`config.mk`:
```
export PLATFORM = sky130hd
export DESIGN_NAME = alu_multicycle
export DESIGN_NICKNAME = d
export VERILOG_FILES = /design/src/rtl/alu_multicycle.sv
export SDC_FILE = /design/constraint.sdc
export NUM_CORES = 1
export LEC_CHECK = 0
export CORE_UTILIZATION = 40
export CTS_BUF_LIST = sky130_fd_sc_hd__clkbuf_16
export CTS_CLUSTER_SIZE = 25
export DETAILED_ROUTE_END_ITERATION = 8
export PLACE_DENSITY_LB_ADDON = 0.08
export SYNTH_ARGS = -nofsm -noshare
export SYNTH_HDL_FRONTEND = slang
export SYNTH_SLANG_ARGS = --single-unit
```
`constraint.sdc`:
```
create_clock -name Clk -period 6.3 [get_ports Clk]
set_input_delay 0.945 -clock Clk [delete_from_list [all_inputs] [get_ports Clk]]
set_output_delay 0.945 -clock Clk [all_outputs]
set_load 0.01 [all_outputs]
```
`src/rtl/alu_multicycle.sv`:
```
// alu_multicycle: handshaked EX-stage ALU. Single-cycle ops register their
// result on the accept edge; mult/multu/div/divu run WIDTH shift-add or
// restoring-subtract iterations, the first one on the accept edge itself.
//
// Handshake: an op is accepted on a rising edge where InValid & InReady.
// InReady is high in IDLE, or in DONE while OutReady is high (retire and
// accept on the same edge). A result is offered while OutValid is high and
// retires on an edge where OutReady is high; outputs hold while it waits.
module alu_multicycle #(
  parameter int WIDTH = 32
) (
  input  logic             Clk,
  input  logic             Rst_n,
  input  logic             InValid,
  output logic             InReady,
  input  logic [3:0]       ALUControl,
  input  logic [WIDTH-1:0] A,
  input  logic [WIDTH-1:0] B,
  output logic             OutValid,
  input  logic             OutReady,
  output logic [WIDTH-1:0] ALUResult,
  output logic [WIDTH-1:0] ALUResultHi,
  output logic             Zero,
  output logic             Overflow,
  output logic             DivByZero,
  output logic [1:0]       DbgState
);

  localparam int SHW = $clog2(WIDTH);
  // Iterations still to run after the one done on the accept edge.
  localparam logic [SHW-1:0] ITER_LAST = SHW'(WIDTH - 1);

  typedef enum logic [1:0] {
    S_IDLE    = 2'd0,
    S_COMPUTE = 2'd1,
    S_DONE    = 2'd2
  } state_t;

  state_t           state_q, state_d;
  logic [SHW-1:0]   cnt_q;
  logic [3:0]       op_q;
  logic [WIDTH-1:0] acc_hi_q, acc_lo_q, opnd_q, a_raw_q;
  logic             neg_lo_q, neg_hi_q, dbz_pend_q;
  logic [WIDTH-1:0] res_q, res_hi_q;
  logic             ovf_q, dbz_q;

  logic             accept, in_compute, last_iter;
  logic             is_multi, is_div_in, is_signed_in, sgn_a, sgn_b;
  logic [WIDTH-1:0] mag_a, mag_b;
  logic [WIDTH-1:0] alu_lo, sum, diff;
  logic             alu_ovf;
  logic             it_div;
  logic [WIDTH-1:0] it_hi, it_lo, it_m, nxt_hi, nxt_lo;
  logic [WIDTH:0]   mul_sum, r_sh, r_sub;
  logic [2*WIDTH-1:0] prod_mag, prod_fin;
  logic [WIDTH-1:0] fin_hi, fin_lo;

  assign in_compute = (state_q == S_COMPUTE);
  assign last_iter  = in_compute && (cnt_q == SHW'(1));
  assign InReady    = (state_q == S_IDLE) || ((state_q == S_DONE) && OutReady);
  assign accept     = InValid && InReady;
  assign OutValid   = (state_q == S_DONE);
  assign ALUResult   = res_q;
  assign ALUResultHi = res_hi_q;
  assign Overflow    = ovf_q;
  assign DivByZero   = dbz_q;
  assign Zero        = (res_q == '0);
  assign DbgState    = state_q;

  // Decode of the incoming op and magnitudes for the signed mul/div forms.
  always_comb begin
    is_multi     = (ALUControl >= 4'd11) && (ALUControl <= 4'd14);
    is_div_in    = (ALUControl == 4'd13) || (ALUControl == 4'd14);
    is_signed_in = (ALUControl == 4'd11) || (ALUControl == 4'd13);
    sgn_a        = is_signed_in && A[WIDTH-1];
    sgn_b        = is_signed_in && B[WIDTH-1];
    mag_a        = sgn_a ? -A : A;
    mag_b        = sgn_b ? -B : B;
  end

  // Single-cycle result and add/sub signed overflow.
  always_comb begin
    alu_lo  = '0;
    alu_ovf = 1'b0;
    sum     = A + B;
    diff    = A - B;
    case (ALUControl)
      4'd0: begin
        alu_lo  = sum;
        alu_ovf = (A[WIDTH-1] == B[WIDTH-1]) && (sum[WIDTH-1] != A[WIDTH-1]);
      end
      4'd1: begin
        alu_lo  = diff;
        alu_ovf = (A[WIDTH-1] != B[WIDTH-1]) && (diff[WIDTH-1] != A[WIDTH-1]);
      end
      4'd2:    alu_lo = A & B;
      4'd3:    alu_lo = A | B;
      4'd4:    alu_lo = ~(A | B);
      4'd5:    alu_lo = A ^ B;
      4'd6:    alu_lo = A << B[SHW-1:0];
      4'd7:    alu_lo = A >> B[SHW-1:0];
      4'd8:    alu_lo = $signed(A) >>> B[SHW-1:0];
      4'd9:    alu_lo = {{(WIDTH-1){1'b0}}, ($signed(A) < $signed(B))};
      4'd10:   alu_lo = {{(WIDTH-1){1'b0}}, (A < B)};
      default: alu_lo = '0;
    endcase
  end

  // One mul/div iteration. On the accept edge it starts from fresh
  // operands; afterwards from the accumulator registers.
  // mul: lo holds the multiplier, shifted out LSB first; hi accumulates.
  // div: lo holds the dividend shifting into hi (remainder), quotient
  //      bits shift into lo from the bottom.
  always_comb begin
    it_div = in_compute ? ((op_q == 4'd13) || (op_q == 4'd14)) : is_div_in;
    it_hi  = in_compute ? acc_hi_q : '0;
    it_lo  = in_compute ? acc_lo_q : (is_div_in ? mag_a : mag_b);
    it_m   = in_compute ? opnd_q   : (is_div_in ? mag_b : mag_a);
    mul_sum = {1'b0, it_hi} + (it_lo[0] ? {1'b0, it_m} : '0);
    r_sh    = {it_hi, it_lo[WIDTH-1]};
    r_sub   = r_sh - {1'b0, it_m};
    if (it_div) begin
      if (!r_sub[WIDTH]) begin
        nxt_hi = r_sub[WIDTH-1:0];
        nxt_lo = {it_lo[WIDTH-2:0], 1'b1};
      end else begin
        nxt_hi = r_sh[WIDTH-1:0];
        nxt_lo = {it_lo[WIDTH-2:0], 1'b0};
      end
    end else begin
      nxt_hi = mul_sum[WIDTH:1];
      nxt_lo = {mul_sum[0], it_lo[WIDTH-1:1]};
    end
  end

  // Sign correction and divide-by-zero override applied on the last iteration.
  always_comb begin
    prod_mag = {nxt_hi, nxt_lo};
    prod_fin = neg_lo_q ? -prod_mag : prod_mag;
    if ((op_q == 4'd13) || (op_q == 4'd14)) begin
      if (dbz_pend_q) begin
        fin_lo = '1;
        fin_hi = a_raw_q;
      end else begin
        fin_lo = neg_lo_q ? -nxt_lo : nxt_lo;
        fin_hi = neg_hi_q ? -nxt_hi : nxt_hi;
      end
    end else begin
      fin_lo = prod_fin[WIDTH-1:0];
      fin_hi = prod_fin[2*WIDTH-1:WIDTH];
    end
  end

  // Next-state logic for IDLE/COMPUTE/DONE.
  always_comb begin
    state_d = state_q;
    case (state_q)
      S_IDLE: begin
        if (accept) state_d = is_multi ? S_COMPUTE : S_DONE;
      end
      S_COMPUTE: begin
        if (last_iter) state_d = S_DONE;
      end
      S_DONE: begin
        if (accept)        state_d = is_multi ? S_COMPUTE : S_DONE;
        else if (OutReady) state_d = S_IDLE;
      end
      default: state_d = S_IDLE;
    endcase
  end

  // State register.
  always_ff @(posedge Clk or negedge Rst_n) begin
    if (!Rst_n) state_q <= S_IDLE;
    else        state_q <= state_d;
  end

  // Datapath: operand capture, iteration accumulators and result registers.
  always_ff @(posedge Clk or negedge Rst_n) begin
    if (!Rst_n) begin
      cnt_q      <= '0;
      op_q       <= '0;
      acc_hi_q   <= '0;
      acc_lo_q   <= '0;
      opnd_q     <= '0;
      a_raw_q    <= '0;
      neg_lo_q   <= 1'b0;
      neg_hi_q   <= 1'b0;
      dbz_pend_q <= 1'b0;
      res_q      <= '0;
      res_hi_q   <= '0;
      ovf_q      <= 1'b0;
      dbz_q      <= 1'b0;
    end else if (accept) begin
      op_q <= ALUControl;
      if (is_multi) begin
        cnt_q      <= ITER_LAST;
        acc_hi_q   <= nxt_hi;
        acc_lo_q   <= nxt_lo;
        opnd_q     <= is_div_in ? mag_b : mag_a;
        a_raw_q    <= A;
        neg_lo_q   <= sgn_a ^ sgn_b;
        neg_hi_q   <= sgn_a;
        dbz_pend_q <= is_div_in && (B == '0);
      end else begin
        res_q    <= alu_lo;
        res_hi_q <= '0;
        ovf_q    <= alu_ovf;
        dbz_q    <= 1'b0;
      end
    end else if (in_compute) begin
      cnt_q    <= cnt_q - SHW'(1);
      acc_hi_q <= nxt_hi;
      acc_lo_q <= nxt_lo;
      if (last_iter) begin
        res_q    <= fin_lo;
        res_hi_q <= fin_hi;
        ovf_q    <= 1'b0;
        dbz_q    <= dbz_pend_q;
      end
    end
  end

endmodule

```
==> run_results.csv <==
group,metric,value,unit
final_layout,fillCellCount,6430,
place,numPortBuffers,142,
drt,wire_per_inst,28.95,um
sta,fin_crit_sh,102.0,%
worst_setup_path,reg2reg_to,"ALUResultHi[31]$_DFFE_PN0P_",
synth,synthMuxAreaShare,6.044,%
grt,grt_pass1_vias,32958,
floorplanning,io-pin-count,143,
sta,rsz0062_at_grt,"yes",
worst_setup_path,cp_slowest_cell,"a2111oi_0",
hold_path,min_path_type,"in2async",
run,drv_cap,0,
synth,yosysTopAreaCell,"dfrtp_1",
pwr,ir_drop,0.2755,mV
drt,drtIter0Drc,4599,
floorplanning,die_h,262.7,um
synth,ys_seq_area_share,19.15,%
final_layout,fin_nets,4884,
worst_setup_path,ff2ff_path_depth,25,
clocking,path_clk_slew,0.06,ns
drt,drc_errors,0,
synth,netlist_instances,3790,
worst_setup_path,required,6.77,ns
synth,syn_area,27180,um2
place,post-place-cells,5355,
clocking,max-clock-path-buffers,3,
synth,synth_top_family_by_area,"compound AO/OA/AOI/OAI gates",
status,violations,"negative setup slack",
sta,tightest_slew,1.207,ns
clocking,ctsHtreeMaxLevel,1,
drt,num_vias,35050,
synth,synth_nets,4033,
drt,avgViaCountPerCell,6.322,
sta,setup_slack,-0.1286,ns
synth,ys_top_cells_by_area,"dfrtp_1 (19%), ha_1 (7.7%), nand2_1 (7.0%)",
worst_setup_path,endpoint_kind,"register",
synth,synth_top_cell_area_share,19.15,%
clocking,cts_hold_buf,0,
sta,hold_violations,0,
grt,grt_pass1_wl,228.4,mm
synth,synth_xor_area_share,6.214,%
worst_setup_path,critPathArrivalTime,6.90,ns
grt,antenna_found_initial,13,
clocking,cts_sinks,208,
sta,fin_crit,6.429,ns
worst_setup_path,startpoint_type,"primary input",
synth,synth_fa_ha_area_share,7.982,%
sta,whs,0.2920,ns
floorplanning,start_util,40.48,%
floorplanning,rows,95,
place,routabilityCongestion,1.077,
synth,ys.flop_type,"dfrtp_1",
place,hpwl,127.6,mm
clocking,clk_latency,0.59,ns
synth,synth_seq_cells,208,
clocking,cts_tree,"yes",
worst_setup_path,crit_top_cell,"buf_4",
synth,synth_cell_type_count,112,
final_layout,layout.cells.non_filler,5544,
grt,grt_max_degree,154,
clocking,cts_root_buf,"clkbuf_16",
worst_setup_path,r2r_slack,0.48,ns
drt,wirelength,160.5,mm
synth,synth_simple_gate_area_share,24.46,%
sta,max_freq,0.1556,GHz
synth,async_reset_ff_share,100.0,%
drt,first_pass_iters,6,
worst_setup_path,path_class,"in2reg",
worst_setup_path,cp_max_fo,4,
status,status,"complete, but fails checks",
worst_setup_path,reg2reg_from,"DbgState[0]$_DFFE_PN0P_",
floorplanning,die_x,262.7,um
worst_setup_path,max_stage_delay,0.86,ns
pwr,p_per_area,332.3,nW/um2
grt,grt_usage,44.86,%
synth,syn_avg_cell_area,7.172,um2
sta,relSlewSlack,18.90,%
synth,synth_edf_count,0,
pwr,power_leakage,0.01756,uW
sta,setup_violations,17,
clocking,cts_buffers,27,
floorplanning,die_area,69000,um2
drt,drtAntennaViolNets,0,
grt,overflow,0,
sta,skew,0.02650,ns
final_layout,drive_above_1_share,29.92,%
synth,synth_compound_area_share,30.85,%
floorplanning,core,67160,um2
final_layout,area_growth,43.80,%
sta,slew_violations,0,
synth,yosys_warnings,0,
## cells by family after synthesis
group / Yosys count
compound gates: 1268
xor+xnor: 192
fa+ha+maj: 171
buf+inv: 372
flops: 208
mux: 148
simple gates: 1431
## how the worst max path moves through the flow
stage	start	endpoint	slack (ns)	depth (start not counted)
detailed placement	A[1]	ALUResultHi[31]$_DFFE_PN0P_	-1.35	28
CTS	ALUControl[3]	ALUResultHi[26]$_DFFE_PN0P_	0.0009	30
floorplan	B[1]	ALUResultHi[28]$_DFFE_PN0P_	-0.27	32
finish	B[11]	ALUResultHi[22]$_DFFE_PN0P_	-0.13	29
global route	A[1]	ALUResultHi[31]$_DFFE_PN0P_	-0.30	31
global placement	A[22]	ALUResultHi[31]$_DFFE_PN0P_	-1.30	24
## final cells by class
cell class / count / area (um2) / share of cell area (%)
antenna: 9 / 22.52 / 0.05762
clock buffer: 27 / 675.6 / 1.729
clock inverter: 23 / 177.7 / 0.4545
inverter: 118 / 467.9 / 1.197
multi-input combinational: 3210 / 22710 / 58.11
sequential: 208 / 5205 / 13.32
tap: 873 / 1092 / 2.794
timing repair buffer: 1076 / 8733 / 22.34
## cells in the final DEF, fill, tap and decap left out, types with 81 or more instances in the layout
cell	instances
a21oi_1	277
buf_4	869
clkdlybuf4s50_1	81
dfrtp_1	208
ha_1	147
inv_1	113
mux2i_1	112
nand2_1	492
nor2_1	428
o21ai_0	294
xnor2_1	122
## sequential cells by signal, indices dropped and copies added, names as in the netlist
name         count
acc_lo_q        32
op_q             4
opnd_q          32
cnt_q            5
acc_hi_q        32
ALUResultHi     32
DbgState         2
dbz_pend_q       1
neg_hi_q         1
a_raw_q         32
neg_lo_q         1
DivByZero        1
Overflow         1
ALUResult       32
## metal layers
layer	wire (um)	part of all wire (%)	global-route usage [%]	vias up
li1	-	-	-	15610
met1	63580	40	57.79	16752
met2	67250	42	67.15	2098
met3	14760	9.2	7.524	586
met4	14860	9.3	33.88	4
met5	26	0.016	0	-
## cell usage after synthesis (32+ instances only)
master	count
ha_1	167
nor4_1	32
xor2_1	46
a211oi_1	33
a21oi_1	299
a221oi_1	41
o21ai_0	334
a21o_1	52
clkbuf_1	206
a221o_1	37
o31ai_1	39
inv_1	113
xnor2_1	145
a31oi_1	52
nand2_1	510
nor2_1	456
o211ai_1	44
nor3_1	76
mux2i_1	127
nand2b_1	35
or3_1	32
dfrtp_1	208
and2_1	51
nand3_1	69
## power breakdown
part / switching (uW) / internal (uW) / total (uW)
combinational: 5180 / 3890 / 9070
clock: 708 / 835 / 1540
sequential: 509 / 1870 / 2370
## through the flow
stage | area, um2 | utilization [%] | setup slack [ns] | total power, uW | setup TNS, ns
2_1_floorplan | 27590 | - | -0.2712 | 6141 | -2.690
3_3_place_gp | 35190 | 52.39 | -1.299 | 10370 | -55.35
3_5_place_dp | 35190 | 52.39 | -1.353 | 10380 | -59.98
4_1_cts | 37980 | 56.55 | 0.0008504 | 12390 | 0
5_1_grt | 39080 | 58.18 | -0.2986 | 13570 | -5.347
6_report | 39090 | 58.20 | -0.1286 | 12990 | -1.032
## worst max-delay path, delay by kind of cell
kind	cells	cell delay, ns
AOI/OAI and AO/OA	7	2.46
xor gates and xnor gates	1	0.08
adders and majority gates	1	0.33
buffers and inverters	8	1.22
muxes	3	0.56
and+or+nand+nor	9	1.29
## timing repair
item	CTS	global route
cloned	1	0
resized for setup	352	220
setup buffers	87	46
pin swaps	110	109
setup endpoints to repair	50	33
endpoints found under the hold margin	0	0
Note: power is estimated with default switching activity, not from simulation.
